`config.mk`:
```
export PLATFORM = sky130hd
export DESIGN_NAME = pa_ifu_ras_ctrl
export DESIGN_NICKNAME = d
export VERILOG_FILES = /design/src/rtl/pa_ifu_ras_pkg.sv /design/src/rtl/pa_ifu_ras_ptr.sv /design/src/rtl/pa_ifu_ras.sv
export SDC_FILE = /design/constraint.sdc
export NUM_CORES = 1
export LEC_CHECK = 0
export BUFFER_PORTS_ARGS = -buffer_cell sky130_fd_sc_hd__buf_2
export CAP_MARGIN = 5
export CORE_MARGIN = 3
export CORE_UTILIZATION = 44
export DETAILED_ROUTE_END_ITERATION = 12
export PLACE_DENSITY = 0.76
export SLEW_MARGIN = 15
export SYNTH_ARGS = -nofsm -noshare
export SYNTH_HDL_FRONTEND = slang
export SYNTH_HIERARCHICAL = 1
export SYNTH_SLANG_ARGS = --single-unit
```
`constraint.sdc`:
```
create_clock -name forever_cpuclk -period 2.5 [get_ports forever_cpuclk]
set_input_delay 0.125 -clock forever_cpuclk [delete_from_list [all_inputs] [get_ports forever_cpuclk]]
set_output_delay 0.125 -clock forever_cpuclk [all_outputs]
set_load 0.03 [all_outputs]
```
`src/rtl/pa_ifu_ras_pkg.sv`:
```
// Shared types and default sizes for the IFU return address stack.
// Imported by the RAS pointer controller and its pointer/count sub-module.
package pa_ifu_ras_pkg;
  localparam int ENTRY_NUM_D = 4;
  localparam int PTR_W_D     = 2;
  localparam int PC_W_D      = 24;

  typedef enum logic {
    IDLE    = 1'b0,
    RECOVER = 1'b1
  } ras_st_e;
endpackage

```
`src/rtl/pa_ifu_ras_ptr.sv`:
```
// Wrapping top-of-stack pointer with saturating occupancy count.
// o_*_nxt expose the push/pop result before any load is applied.
module pa_ifu_ras_ptr
  import pa_ifu_ras_pkg::*;
#(
  parameter int ENTRY_NUM = ENTRY_NUM_D,
  parameter int PTR_W     = PTR_W_D
) (
  input  logic             clk,
  input  logic             rst,
  input  logic             i_push,
  input  logic             i_pop,
  input  logic             i_load,
  input  logic [PTR_W-1:0] i_load_ptr,
  input  logic [PTR_W:0]   i_load_cnt,
  output logic [PTR_W-1:0] o_ptr,
  output logic [PTR_W:0]   o_cnt,
  output logic [PTR_W-1:0] o_ptr_nxt,
  output logic [PTR_W:0]   o_cnt_nxt
);
  localparam logic [PTR_W:0] FULL = (PTR_W+1)'(ENTRY_NUM);

  logic [PTR_W-1:0] r_ptr;
  logic [PTR_W:0]   r_cnt;
  logic             w_do_pop;

  assign w_do_pop = i_pop & ~i_push & (r_cnt != '0);

  always_comb begin
    o_ptr_nxt = r_ptr;
    o_cnt_nxt = r_cnt;
    unique case (1'b1)
      i_push: begin
        o_ptr_nxt = r_ptr + PTR_W'(1);
        o_cnt_nxt = (r_cnt == FULL) ? r_cnt
                  : r_cnt + (PTR_W+1)'(1);
      end
      w_do_pop: begin
        o_ptr_nxt = r_ptr - PTR_W'(1);
        o_cnt_nxt = r_cnt - (PTR_W+1)'(1);
      end
      default: ;
    endcase
  end

  always_ff @(posedge clk) begin
    if (rst) begin
      r_ptr <= '0;
      r_cnt <= '0;
    end else if (i_load) begin
      r_ptr <= i_load_ptr;
      r_cnt <= i_load_cnt;
    end else begin
      r_ptr <= o_ptr_nxt;
      r_cnt <= o_cnt_nxt;
    end
  end

  assign o_ptr = r_ptr;
  assign o_cnt = r_cnt;
endmodule

```
`src/rtl/pa_ifu_ras.sv`:
```
// RAS pointer and recovery controller top.
// Speculative/committed pointer tracking with one-cycle recovery.
module pa_ifu_ras_ctrl
  import pa_ifu_ras_pkg::*;
#(
  parameter int ENTRY_NUM = ENTRY_NUM_D,
  parameter int PTR_W     = PTR_W_D,
  parameter int PC_W      = PC_W_D
) (
  input  logic                 forever_cpuclk,
  input  logic                 cpurst,
  input  logic                 id_pred_ras_link_vld,
  input  logic                 id_pred_ras_ret_vld,
  input  logic [PC_W-1:0]      id_pred_ras_link_pc,
  input  logic                 iu_ifu_link_vld,
  input  logic                 iu_ifu_ret_vld,
  input  logic                 iu_ifu_bht_mispred,
  input  logic                 iu_ifu_pc_mispred,
  input  logic                 iu_yy_xx_cancel,
  input  logic                 rtu_ifu_flush_fe,
  output logic [ENTRY_NUM-1:0] ras_entry_upd,
  output logic [PC_W-1:0]      ras_upd_pc,
  output logic [ENTRY_NUM-1:0] ras_rd_sel,
  output logic                 ras_pred_vld,
  output logic                 ras_recover
);
  ras_st_e          r_state;
  logic             w_idle;
  logic             w_rec_req;
  logic             w_spec_push;
  logic             w_spec_pop;
  logic             w_cmt_push;
  logic             w_cmt_pop;
  logic [PTR_W-1:0] w_spec_ptr;
  logic [PTR_W-1:0] w_spec_ptr_nxt;
  logic [PTR_W:0]   w_spec_cnt;
  logic [PTR_W:0]   w_spec_cnt_nxt;
  logic [PTR_W-1:0] w_cmt_ptr;
  logic [PTR_W-1:0] w_cmt_ptr_nxt;
  logic [PTR_W:0]   w_cmt_cnt;
  logic [PTR_W:0]   w_cmt_cnt_nxt;
  logic             w_unused;

  assign w_rec_req = rtu_ifu_flush_fe
                   | iu_ifu_bht_mispred
                   | (iu_ifu_pc_mispred & ~iu_ifu_link_vld)
                   | (iu_yy_xx_cancel & iu_ifu_ret_vld);

  assign w_idle      = (r_state == IDLE);
  assign w_spec_push = w_idle & id_pred_ras_link_vld & ~w_rec_req;
  assign w_spec_pop  = w_idle & id_pred_ras_ret_vld
                     & ~id_pred_ras_link_vld & ~w_rec_req;
  assign w_cmt_push  = ~rtu_ifu_flush_fe & iu_ifu_link_vld;
  assign w_cmt_pop   = ~rtu_ifu_flush_fe & ~iu_ifu_link_vld
                     & iu_ifu_ret_vld;

  // Restore takes the committed value after this cycle's IU update.
  pa_ifu_ras_ptr #(.ENTRY_NUM(ENTRY_NUM), .PTR_W(PTR_W)) u_spec (
    .clk        (forever_cpuclk),
    .rst        (cpurst),
    .i_push     (w_spec_push),
    .i_pop      (w_spec_pop),
    .i_load     (w_rec_req),
    .i_load_ptr (w_cmt_ptr_nxt),
    .i_load_cnt (w_cmt_cnt_nxt),
    .o_ptr      (w_spec_ptr),
    .o_cnt      (w_spec_cnt),
    .o_ptr_nxt  (w_spec_ptr_nxt),
    .o_cnt_nxt  (w_spec_cnt_nxt)
  );

  pa_ifu_ras_ptr #(.ENTRY_NUM(ENTRY_NUM), .PTR_W(PTR_W)) u_cmt (
    .clk        (forever_cpuclk),
    .rst        (cpurst),
    .i_push     (w_cmt_push),
    .i_pop      (w_cmt_pop),
    .i_load     (1'b0),
    .i_load_ptr ('0),
    .i_load_cnt ('0),
    .o_ptr      (w_cmt_ptr),
    .o_cnt      (w_cmt_cnt),
    .o_ptr_nxt  (w_cmt_ptr_nxt),
    .o_cnt_nxt  (w_cmt_cnt_nxt)
  );

  assign w_unused = ^{w_spec_cnt_nxt, w_cmt_ptr, w_cmt_cnt};

  always_ff @(posedge forever_cpuclk) begin
    if (cpurst) r_state <= IDLE;
    else        r_state <= w_rec_req ? RECOVER : IDLE;
  end

  assign ras_entry_upd = (w_spec_push & ~cpurst)
                       ? (ENTRY_NUM'(1) << w_spec_ptr_nxt)
                       : '0;
  assign ras_upd_pc    = id_pred_ras_link_pc;
  assign ras_rd_sel    = ENTRY_NUM'(1) << w_spec_ptr;
  assign ras_pred_vld  = w_idle & (w_spec_cnt != '0);
  assign ras_recover   = ~w_idle;
endmodule

```
Yosys cells after proc, flatten, opt, wreduce, memory -nomap -nowiden
Cells that the tools add are included. Widths: inputs -> output; s select.

Flip-flop bits (word level): 11. Logic and storage cells: 59.

Equal/unequal tests: 3. Bitwise operators: 27. Mux-type cells: 10. Add/sub/neg operators: 8. Reductions and logical operators: 4. Shift-type cells: 2.

Operator list (count): $and 1x1->1 (16); $pmux 3 s2 (2); $mux 3 (3); $reduce_bool 3->1 (3); $not 1->1 (8); $pmux 2 s2 (2); $shl 1x2->4 const A (2); $add 3x1->3 const B (2); $eq 3x3->1 const B (2); $sub 3x1->3 const B (2); $add 2x1->2 const B (2); $mux 4 (1); $sub 2x1->2 const B (2); $ne 3x3->1 const B (1); $or 1x1->1 (3); $mux 2 (1); $reduce_and 2->1 (1); $mux 1 (1).

Longest topological paths before layout
Gate-level depths: netlist of run 1.

Word-level depth: 12. Depth in mapped cells: 8.

Cells and area by module
The synthesis of run 1 kept the hierarchy.

By module, submodules not included: pa_ifu_ras_ptr (sequential area each 100.1 µm², area each 420.4 µm², times used 2, cells each 55); pa_ifu_ras_ctrl (sequential area each 20.0 µm², area each 366.6 µm², times used 1, cells each 48).

Worst setup path after synthesis of run 1
No wires, ideal clock.

Kind: input port to output port. Start: input iu_ifu_ret_vld. End: output ras_entry_upd[0]. Stages: 6. Slack: -0.551 ns. Data arrival time: 2.926 ns. Cells stage by stage: a211o_1 > nor4_1 > a21oi_2 > xnor2_1 > or4b_4 > nor4_1.

RTL lines: start: declaration (RTL line pa_ifu_ras.sv:16) `input logic iu_ifu_ret_vld,`; $and 1x1->1 (RTL line pa_ifu_ras.sv:47) `| (iu_yy_xx_cancel & iu_ifu_ret_vld);`; $or 1x1->1 (RTL line pa_ifu_ras.sv:47); $not 1->1 (RTL line pa_ifu_ras.sv:52) `& ~id_pred_ras_link_vld & ~w_rec_req;`; $and 1x1->1 (RTL line pa_ifu_ras.sv:52); net w_spec_pop (RTL line pa_ifu_ras.sv:31) `logic w_spec_pop;`; $and 1x1->1 (2 in a row) (RTL line pa_ifu_ras_ptr.sv:27) `assign w_do_pop = i_pop & ~i_push & (r_cnt != '0);`; $pmux 2 s2 (RTL line pa_ifu_ras_ptr.sv:32) `unique case (1'b1)`; net w_spec_ptr_nxt[0] (RTL line pa_ifu_ras.sv:35) `logic [PTR_W-1:0] w_spec_ptr_nxt;`; $shl 1x2->4 (RTL line pa_ifu_ras.sv:94) `? (ENTRY_NUM'(1) << w_spec_ptr_nxt)`; $mux 4 (RTL line pa_ifu_ras.sv:94); end: declaration (RTL line pa_ifu_ras.sv:21) `output logic [ENTRY_NUM-1:0] ras_entry_upd,`.

The timed path passes the listed nets, and every way through them passes these cells.

Worst setup path after layout of run 1
Start: register r_state, in the netlist ras_recover. End: output ras_entry_upd[2].

Word-level cells in the longest chain between the ends: 9.

Ends and longest elaborated chain: start: declaration (RTL line pa_ifu_ras.sv:27) `ras_st_e r_state;`; start signal: assignment (RTL line pa_ifu_ras.sv:90) `else r_state <= w_rec_req ? RECOVER : IDLE;`; $not 1->1 * (RTL line pa_ifu_ras.sv:49) `assign w_idle = (r_state == IDLE);`; $and 1x1->1 * (2 in a row) (RTL line pa_ifu_ras.sv:50) `assign w_spec_push = w_idle & id_pred_ras_link_vld & ~w_rec_req;`; net w_spec_push (RTL line pa_ifu_ras.sv:30) `logic w_spec_push;`; $not 1->1 (RTL line pa_ifu_ras_ptr.sv:27); $and 1x1->1 (2 in a row) (RTL line pa_ifu_ras_ptr.sv:27); $pmux 2 s2 * (RTL line pa_ifu_ras_ptr.sv:32); net w_spec_ptr_nxt[0] (RTL line pa_ifu_ras.sv:35); $shl 1x2->4 * (RTL line pa_ifu_ras.sv:94); $mux 4 * (RTL line pa_ifu_ras.sv:94).

The timed path passes the listed nets; every way through them passes the cells marked *.

==> results of run 1 <==
area by class of cell:
class | count | area (µm²) | share of cell area
multi-input cells | 111 | 833 | 0.635
flip-flops and latches | 11 | 225 | 0.172
repair buffers | 24 | 150 | 0.115
inverters | 10 | 37.5 | 0.0286
well taps | 30 | 37.5 | 0.0286
clock buffers | 3 | 22.5 | 0.0172
clock inverters | 1 | 5.00 | 0.00382
flip-flops by register name (all words and copies together) (netlist names):
name          flops
u_spec/o_cnt      3
u_cmt/o_ptr       2
u_cmt/o_cnt       3
u_spec/o_ptr      2
ras_recover       1
timing repair:
action,CTS,global route
endpoints found under the setup margin,2,3
setup buffers,0,1
gates resized for setup,4,12
hold buffers,0,0
critical path, cell delays in order, from the launching register on:
cell,delay [ns]
dfxtp_4,0.38
nor4b_4,0.28
buf_4,0.18
a21oi_4,0.04
xnor2_1,0.16
or4b_4,0.57
nor4b_4,0.22
buf_4,0.19
where the power goes:
group	internal [mW]	switching (mW)
Clock	0.0593	0.0683
Sequential	0.191	0.0213
Combinational	0.0852	0.117
layer usage:
metal  global-route usage  wire length, µm  share of wire  vias up
li1                     -                -              -      508
met1                0.156              974           0.37      483
met2                0.263             1370           0.52       47
met3               0.0557              200          0.077       12
met4                0.103               65          0.025        0
met5                    0                0              0        -
worst paths after layout:
| check | cells past startpoint | end | slack (ns) | start |
|---|---|---|---|---|
| min reg2reg | 2 | u_cmt/o_ptr[1] | 0.60 | u_cmt/o_ptr[1] |
| max reg2reg | 7 | u_spec/o_ptr[1] | 0.79 | ras_recover |
| max | 7 | ras_entry_upd[2] | 0.07 | ras_recover |
| min | 2 | u_cmt/o_cnt[1] | 0.25 | cpurst |
==> metrics.md, run 1 <==
| Metric | Value |
|---|---|
| Status | finished, final reports clean |
| Placed cells | 185 |
| Placed cell area | 1200 µm² |
| Worst-Skew Late Latency | 0.27 ns |
| Max Cap Viol | 0 |
| Area of the mapped netlist | 1180 µm² |
| Final worst slack | 0.0667 ns |
| Syn. warnings | 6 |
| Required time of the critical path | 2.38 ns |
| GRT Util Overall | 0.154 |
| Final core utilization | 0.520 |
| Pins Over Slew Limit | 0 |
| Mean Syn Cell Area | 7.63 µm² |
| Worst hold slack | 0.249 ns |
| Post-route design area | 1310 µm² |
| Slew headroom | 0.541 |
| Highest-count cells in the layout ignoring fill and taps | buf_2 (17), nor2_1 (14), nand2_1 (11), conb_1 (9), dfxtp_1 (9) |
| Startpoint Class | flop |
| Core ar. | 2520 µm² |
| DRC | 0 |
| Largest net degree at the start of global routing | 20 |
| Clock Sinks | 11 |
| WL final | 2610 µm |
| CTS clk-pin slew, worst paths | 0.08 ns |
| Via count | 1,050 |
| Leak Pwr | 0.547 nW |
| First-pass GRT wire length | 4020 µm |
| Total gr overflow | 0 |
| Row Count | 18 |
| I/O pin cnt | 68 |
| Fin crit share | 0.973 |
| Number of setup violations in the final report | 0 |
| WL per Instance | 13.7 µm |
| Initial antenna violation count | 0 |
| Setup Skew | 0.00327 ns |
| Crit-path max FO | 6 |
| Die Height | 57.8 µm |
| Total Power | 0.542 mW |
| Finished Layout Cells | 190 |
| Fill cell count | 231 |
| CP Capture Type | output port |
| Antenna Nets Post-Route | 0 |
| Layout cell share with drive strength beyond 1 | 0.306 |
| Placer Congestion | 0.805 |
| Cells after Synth | 155 |
| Via/cell ratio | 5.53 |
| Fin. Hold Viols | 0 |
| CTS Buf Count | 3 |
| Place WS | -0.0673 ns |
| Final Net Count | 201 |
| Tightest Pin Transition | 0.688 ns |
| Hold WC Path Type | input pin to flop |
| Post-DP HPWL | 1900 µm |
| H-tree levels | 1 |
| Clock buffer depth | 2 |
| Most common cell after layout, fill and taps aside | buf_2 |
| P per Cell Area | 414 nW/µm² |
| Quantity of I/O buffers inserted on ports | 19 |
| Number of global-route vias before repair | 997 |
| Final min period | 2.43 ns |
| Number of diodes | 0 |
| Area delta synth->final | 10.9% |
| CTS tree | done |
| Max Fclk | 411 MHz |
| Setup_tns | 0 ns |
| 1st-pass router iterations | 4 |
| Die Area | 3350 µm² |
| VDD IR max | 0.234 mV |
| Clock root buffer | clkbuf_4 |
| DRT iter0 DRCs | 30 |
| Initial Util | 0.469 |
| Crit path DAT | 2.31 ns |
| WS Path Type | flop to output port |
| Die width | 57.8 µm |
(Power assumes the default switching activity.)
==> inputs of run 2 (changes only) <==
--- a/config.mk
+++ b/config.mk
@@ -11,8 +11,10 @@
 export CORE_UTILIZATION = 44
 export DETAILED_ROUTE_END_ITERATION = 12
 export PLACE_DENSITY = 0.76
+export RECOVER_POWER = 100
 export SLEW_MARGIN = 15
 export SYNTH_ARGS = -nofsm -noshare
 export SYNTH_HDL_FRONTEND = slang
 export SYNTH_HIERARCHICAL = 1
 export SYNTH_SLANG_ARGS = --single-unit
+export TNS_END_PERCENT = 5
==> run 2 against run 1 <==
  * Combinational power decreased by 6%
  * Core utilization shrank 2.3 points
  * Worst setup slack gained 0.019 ns
  * Register-to-register slack worse by 0.08 ns
  * Critical path depth unchanged
  * Critical path type unchanged
  * Final area down 4.5%
  * Non-clock buffer count increased by 2
  * Hold slack worse by 0.043 ns
  * Flip-flop and latch count unchanged
  * Clock skew up 0.0063 ns
  * First-iteration DRC count decreased by 10%
  * Largest power group unchanged
==> metrics.md, run 2 (synthesis gave the netlist of run 1 again) <==
| Metric | Value |
|---|---|
| Status | finished, final reports clean |
| Pins Over Slew Limit | 0 (unchanged) |
| Total gr overflow | 0 (unchanged) |
| CP Capture Type | output port |
| First-pass GRT wire length | 4220 µm (+4.8%) |
| CTS Buf Count | 3 (unchanged) |
| 1st-pass router iterations | 4 (unchanged) |
| Hold-fix buffers at CTS | 0 (unchanged) |
| WL final | 2590 µm (-0.80%) |
| Setup_tns | 0 ns (unchanged) |
| VDD IR max | 0.206 mV (-12%) |
| Setup Skew | 0.00954 ns (+0.00627 ns) |
| Sw Pwr | 0.196 mW (-5.1%) |
| Leak Pwr | 0.499 nW (-8.7%) |
| Row Count | 18 (unchanged) |
| Clock root buffer | clkbuf_4 |
| WL per Instance | 13.5 µm (-1.8%) |
| I/O pin cnt | 68 (unchanged) |
| Reg power frac | 0.402 (+0.010) |
| Crit-path slowest cell | or4b_4 |
| Max Cap Viol | 0 (unchanged) |
| RSZ-0062 raised after global routing | false |
| Antenna Nets Post-Route | 0 (unchanged) |
| Number of diodes | 0 (unchanged) |
| Final core utilization | 0.497 (-0.0233) |
| Crit-path max FO | 6 (unchanged) |
| GRT Util Overall | 0.165 (+0.0113) |
| Slew headroom | 0.605 (+0.0643) |
| Quantity of I/O buffers inserted on ports | 19 (unchanged) |
| DRC | 0 (unchanged) |
| Placer Congestion | 0.764 (-5.1%) |
| Max Fclk | 414 MHz (+0.81%) |
| Family with the most delay on the worst path | simple AND/OR/NAND/NOR gates |
| H-tree levels | 1 (unchanged) |
| Net Sw Frac | 0.372 (-0.00931) |
| Initial antenna violation count | 0 (unchanged) |
| Buf+Inv Stages, Crit Path | 2 (unchanged) |
| Clock Sinks | 11 (unchanged) |
| Fin crit share | 0.966 (-0.00778) |
| Comb pwr share | 0.359 (-0.014) |
| Number of global-route vias before repair | 983 (-1.4%) |
| Via count | 1,028 (-2.1%) |
| Post-DP HPWL | 1940 µm (+2.0%) |
| Via/cell ratio | 5.35 (-3.1%) |
| Final Net Count | 203 (+1.0%) |
| CTS clk-pin slew, worst paths | 0.08 ns (about the same) |
| Hold WC Path Type | input pin to flop |
| Largest net degree at the start of global routing | 20 (unchanged) |
| Startpoint Class | flop |
| Final min period | 2.41 ns (-0.0195 ns) |
| Required time of the critical path | 2.38 ns (about the same) |
| WS Path Type | flop to output port |
| DRT iter0 DRCs | 27 (-10%) |
| Clock buffer depth | 2 (unchanged) |
| P per Cell Area | 421 nW/µm² (+1.8%) |
| P_int | 0.331 mW (-1.3%) |
| Crit-path cells | nor4b_2 -> clkbuf_1 -> a21oi_2 -> xnor2_1 -> or4b_4 -> nor4b_2 -> buf_4 |
| Worst-Skew Late Latency | 0.28 ns (about the same) |
| Crit path DAT | 2.29 ns (-0.02 ns) |
| Number of setup violations in the final report | 0 (unchanged) |
| CP dominant cell by count | nor4b_2 |
| Die Height | 57.8 µm (unchanged) |
| Initial Util | 0.469 (unchanged) |
| Peak per-stage delay on the critical path | 0.57 ns (about the same) |
| Core ar. | 2520 µm² (unchanged) |
| Layout cell share with drive strength beyond 1 | 0.222 (-0.0840) |
| Die width | 57.8 µm (unchanged) |
| Highest-count cells in the layout ignoring fill and taps | nor2_1 (14), nand2_1 (11), dfxtp_1 (10) |
| Die Area | 3350 µm² (unchanged) |
| Tightest Pin Transition | 0.591 ns (-0.0963 ns) |
| CTS tree | done |
| Area delta synth->final | 5.93% |
| Clk network pwr share | 0.240 (+0.005) |
| Most common cell after layout, fill and taps aside | nor2_1 |
| Fin. Hold Viols | 0 (unchanged) |
run 2: cell types whose count changed in the layout (fill, tap and decap cells not counted), sizes merged:
cell and delta:
buf -7, clkinv -1, clkbuf +10
run 2: worst reg2reg max path: cells and delay by family, from the launching register on:
| kind | cells | cell delay, ns |
|---|---|---|
| AO/OA/AOI/OAI | 3 | 0.46 |
| XOR/XNOR | 1 | 0.15 |
| buffers and inverters | 3 | 0.45 |
| flip-flops | 1 | 0.37 |
| AND/OR/NAND/NOR | 1 | 0.25 |
run 2: repair_timing:
| action | CTS | global route |
|---|---|---|
| buffers inserted | 2 | 0 |
| resized for setup | 3 | 8 |
| setup endpoints to repair | 2 | 4 |
| pin swaps | 0 | 1 |
run 2: final timing paths:
kind / from / end / slack (ns) / cells past startpoint
worst max register to register: ras_recover / u_spec/o_cnt[0] / 0.71 / 8
worst min register to register: u_cmt/o_ptr[1] / u_cmt/o_ptr[1] / 0.59 / 2
worst min-delay path: iu_ifu_bht_mispred / ras_recover / 0.21 / 3
worst max-delay path: ras_recover / ras_entry_upd[2] / 0.09 / 7
run 2: cell type report:
cell class,instances,area (µm²)
multi-input combinational,111,790
fill,241,1270
timing repair buffer,26,140
sequential,11,221
inverter,10,37.5
tap,30,37.5
clock buffer,4,26.3
run 2: power groups by stage:
| stage | Clock, mW | Sequential, mW | Combinational (mW) |
|---|---|---|---|
| 2_1_floorplan | 0 | 0.212 | 0.212 |
| 3_3_place_gp | 0 | 0.213 | 0.177 |
| 3_5_place_dp | 0 | 0.214 | 0.182 |
| 4_1_cts | 0.133 | 0.210 | 0.186 |
| 5_1_grt | 0.142 | 0.215 | 0.209 |
| 6_report | 0.126 | 0.212 | 0.189 |
run 2: metrics by stage:
step / std cells / power [mW] / cell area, µm² / worst slack (ns) / hold WS [ns]
floorplan: 163 / 0.424 / 1220 / -0.223 / 0.304
global placement: 186 / 0.389 / 1190 / 0.150 / 0.250
detailed placement: 186 / 0.396 / 1190 / 0.0369 / 0.250
CTS: 192 / 0.529 / 1240 / 0.0195 / 0.233
global route: 192 / 0.565 / 1250 / 0.00237 / 0.208
finish: 192 / 0.527 / 1250 / 0.0861 / 0.207
run 2: layer usage:
metal,global-route usage,vias up,share of wire
met2,0.284,36,0.47
li1,-,520,-
met5,0,-,0
met3,0.0624,21,0.085
met1,0.161,451,0.40
met4,0.119,0,0.044
